### config.mk
export PLATFORM = sky130hd
export DESIGN_NAME = time_keeper
export DESIGN_NICKNAME = d
export VERILOG_FILES = /design/src/rtl/time_keeper.sv
export SDC_FILE = /design/constraint.sdc
export NUM_CORES = 1
export LEC_CHECK = 0
export CAP_MARGIN = 0
export CORE_MARGIN = 1.5
export CORE_UTILIZATION = 30
export CTS_CLUSTER_DIAMETER = 80
export CTS_CLUSTER_SIZE = 10
export DETAILED_ROUTE_END_ITERATION = 8
export MAX_ROUTING_LAYER = met4
export SLEW_MARGIN = 20
export SYNTH_ARGS = -nofsm -noshare
export SYNTH_HDL_FRONTEND = slang
export SYNTH_SLANG_ARGS = --single-unit
### constraint.sdc
create_clock -name clk -period 2.7 [get_ports clk]
set_input_delay 0.54 -clock clk [delete_from_list [all_inputs] [get_ports clk]]
set_output_delay 0.54 -clock clk [all_outputs]
set_load 0.005 [all_outputs]
### src/rtl/time_keeper.sv
// Hours/minutes/seconds keeper with an on-chip 1 Hz prescaler and a
// field-at-a-time set mode driven by debounced inc/dec pulses.
module time_keeper #(
    parameter int TICK_DIV = 50_000_000,
    parameter int HOURS    = 24
) (
    input  logic       clk,
    input  logic       reset,
    input  logic       set_mode,
    input  logic [1:0] set_field,
    input  logic       inc,
    input  logic       dec,
    output logic [5:0] hour,
    output logic [5:0] min,
    output logic [5:0] sec,
    output logic       sec_pulse
);

    localparam int PW = (TICK_DIV > 1) ? $clog2(TICK_DIV) : 1;
    localparam logic [PW-1:0] PRESC_MAX = PW'(TICK_DIV - 1);
    localparam logic [5:0]    SEC_MAX   = 6'd59;
    localparam logic [5:0]    HOUR_MAX  = 6'(HOURS - 1);

    typedef enum logic [1:0] {
        FIELD_SEC  = 2'd0,
        FIELD_MIN  = 2'd1,
        FIELD_HOUR = 2'd2,
        FIELD_NONE = 2'd3
    } field_t;

    logic [PW-1:0] presc;
    logic          set_q;
    logic          tick;
    field_t        field;
    logic [5:0]    hour_n, min_n, sec_n;

    function automatic logic [5:0] step(input logic [5:0] v, input logic [5:0] maxv,
                                        input logic up);
        if (up) step = (v == maxv) ? 6'd0 : v + 6'd1;
        else    step = (v == 6'd0) ? maxv : v - 6'd1;
    endfunction

    assign field = field_t'(set_field);

    // set_q holds the prescaler for one settle cycle after leaving set mode,
    // so the first advance lands TICK_DIV+1 cycles after set_mode falls.
    assign tick = !set_mode && !set_q && (presc == PRESC_MAX);

    always_comb begin
        hour_n = hour;
        min_n  = min;
        sec_n  = sec;
        if (tick) begin
            sec_n = step(sec, SEC_MAX, 1'b1);
            if (sec == SEC_MAX) begin
                min_n = step(min, SEC_MAX, 1'b1);
                if (min == SEC_MAX)
                    hour_n = step(hour, HOUR_MAX, 1'b1);
            end
        end else if (set_mode && (inc ^ dec)) begin
            case (field)
                FIELD_SEC:  sec_n  = step(sec, SEC_MAX, inc);
                FIELD_MIN:  min_n  = step(min, SEC_MAX, inc);
                FIELD_HOUR: hour_n = step(hour, HOUR_MAX, inc);
                default:    ;
            endcase
        end
    end

    always_ff @(posedge clk) begin
        if (reset) begin
            presc     <= '0;
            set_q     <= 1'b0;
            hour      <= 6'd0;
            min       <= 6'd0;
            sec       <= 6'd0;
            sec_pulse <= 1'b0;
        end else begin
            if (set_mode || set_q || tick)
                presc <= '0;
            else
                presc <= presc + PW'(1);
            set_q     <= set_mode;
            hour      <= hour_n;
            min       <= min_n;
            sec       <= sec_n;
            sec_pulse <= tick;
        end
    end

endmodule

==> results.md <==
* Status: complete, no violations
* Sequential share of the synthesized area at 0.337
* Slew Limit Fails at 0
* Initial antenna violation count at 0
* Worst slew pin tran at 0.443 ns
* Clock latency on the worst-skew pair at 0.30 ns
* Drt drc at 0
* PwrDens at 426 mW/mm2
* Final number of setup-violating endpoints at 0
* Nets at 392
* Synth async-reset ratio at 0
* Post-synth cell types at 46
* Yosys reg bits at 46
* # clock sinks at 46
* Worst setup path category: in -> reg
* Maximum vdd drop at 0.253 mV
* Avg Cell Area, Syn at 7.87 um2
* DIE AREA at 0.00969 mm2
* Number of placed I/O pins at 26
* Largest net degree at the start of global routing at 27
* Area leader, netlist: dfxtp_1
* Share of the synthesized area in the top cell type at 0.337
* Most frequent cells in the layout: 55 x nor2_1, 46 x dfxtp_1, 26 x nand2_1, 25 x xor2_1, 25 x clkdlybuf4s50_1
* Synth Net Count at 364
* R2r setup slk at 0.36 ns
* Vias in the first global route at 2,207
* Top_reg_cell synth: dfxtp_1
* Crit end category: flop
* Commonest non-fill, non-tap cell in the layout: nor2_1
* LEAKAGE at 1.09 nW
* Critical path cell sequence: clkdlybuf4s50_1 -> or3b_2 -> nor4_1 -> buf_4 -> and2_1 -> a21oi_2 -> or3_1 -> a21oi_1
* GP Congestion at 0.847
* Max Cap Viol at 0
* Hold buffers post-CTS at 0
* Yosys warns at 0
* Share of layout cells above drive strength 1 at 0.0851
* Total track usage at 0.132
* EDFF count, synth at 0
* Final Skew at 0.00567 ns
* Fin Setup TNS at 0 ns
* Die Ht at 98.4 um
* Starting density of the core at 0.312
* ANT cells at 0
* Dpl cell area at 0.00317 mm2
* DRT Pass-1 Iters at 4
* Postcts setup bufs at 0
* Cell Rows at 34
* Fillers at 890
* Clk buf depth at 2
* Max stage delay cell, worst path: or3b_2
* Max_slew headroom at 0.702
* CTS tree: built
* Period utilization at 0.910
* CTS resizes at 0
* CP Max Fanout at 8
* Post-route cell area at 0.00328 mm2
* DP HPWL at 4280 um
* Crit path required time at 2.94 ns
* Port bufs at 25
* Clock Pin Slew Worst Setup and Hold Paths at 0.08 ns
* DR iter-0 viols at 89
* Data arrival, critical path at 2.69 ns
* Global-route wire length before repair at 10,300 um
* Area growth syn-to-layout at 20.2%
* Vias at 2,407
* CTS Buf Count at 5
* Final Hold Viols at 0
* Post-DRT Antenna Nets at 0
* Slowest stage delay, CP at 0.44 ns
* PnR Total Power at 1.40 mW
* Placed Cells at 476
* Cell count after synthesis at 347
* Layout Cells excl Fill at 484
* Htree depth at 2
* Max frequency at 407 MHz
* RSZ-0062 raised after global routing: false
* Die extent in x at 98.4 um
* Fin crit period at 2.46 ns
* Final WS setup at 0.242 ns
* Worst slack at placement at -0.0686 ns
* Root Buffer Master: clkbuf_8
* Synth area leaders: dfxtp_1 34%, xor2_1 8.0%, nor2_1 7.6%, ha_1 4.6%, xnor2_1 4.5%
* Vias/cell at 4.97
* CP Launch Type: primary input
* HP Class: reg -> reg
* Avg WL per Cell at 12.3 um
* Mapped cell area at 0.00273 mm2
* Detailed Route WL at 5940 um
* Core outline area at 0.00876 mm2
* Grt ovf at 0
worst max-delay path: cells and delay by family:
family | cells | cell delay [ns]
AO/OA/AOI/OAI | 2 | 0.28
buffers and inverters | 2 | 0.61
AND/OR/NAND/NOR | 4 | 1.26
final timing paths:
kind / to / cells past startpoint / startpoint
max: min[0] / 8 / set_mode
min: presc[0] / 1 / presc[0]
max reg2reg: min[0] / 6 / presc[9]
min reg2reg: presc[0] / 1 / presc[0]
synth_stat cells (all sizes together) (2+ instances only):
cell / number
a211oi: 6
a21oi: 15
a311oi: 2
and3: 4
buf: 9
clkbuf: 10
dfxtp: 46
ha: 10
inv: 11
mux2i: 2
nand2: 26
nand3: 21
nand4: 8
nor2: 55
nor2b: 4
nor3: 16
nor3b: 7
nor4: 6
o211ai: 4
o21a: 2
o21ai: 19
o311a: 2
or3: 6
or4b: 2
xnor2: 14
xor2: 25
cell families after synthesis:
| family | synth area share |
|---|---|
| XOR/XNOR | 0.125 |
| AND/OR/NAND/NOR | 0.297 |
| multiplexers | 0.0115 |
| flip-flops | 0.337 |
| buffers and inverters | 0.0463 |
| AO/OA/AOI/OAI | 0.137 |
| adder cells (fa/ha/maj) | 0.0458 |
layer usage:
metal / GRT usage / wire, um / vias to the layer above
li1: - / - / 1261
met1: 0.175 / 3020 / 1114
met2: 0.203 / 2690 / 28
met3: 0.0227 / 138 / 4
met4: 0.0455 / 93 / 0
met5: - / 0 / -
area by class of cell:
cell class                      instances  area [um2]  share of cell area
Multi-Input combinational cell        271        1690               0.514
Sequential cell                        46         921               0.281
Timing Repair Buffer                   40         388               0.118
Tap cell                              108         135              0.0412
Clock buffer                            5        68.8              0.0210
Inverter                               11        41.3              0.0126
Clock inverter                          3        40.0              0.0122
where the power goes:
part | internal (mW) | switching (mW) | leakage (nW)
combinational | 0.0868 | 0.0866 | 0.659
sequential | 0.689 | 0.0239 | 0.372
clock | 0.273 | 0.239 | 0.0579
stage by stage:
step / hold WS [ns] / utilization
after CTS: 0.480 / 0.375
after global routing: 0.512 / 0.375
after global placement: 0.444 / 0.362
final: 0.471 / 0.375
after floorplan: 0.426 / -
after detailed placement: 0.459 / 0.362
sequential cells by signal, summed over array words and instances (netlist names):
name and flops:
sec 6, min 6, set_q 1, sec_pulse 1, presc 26, hour 6
(Power assumes the default switching activity.)
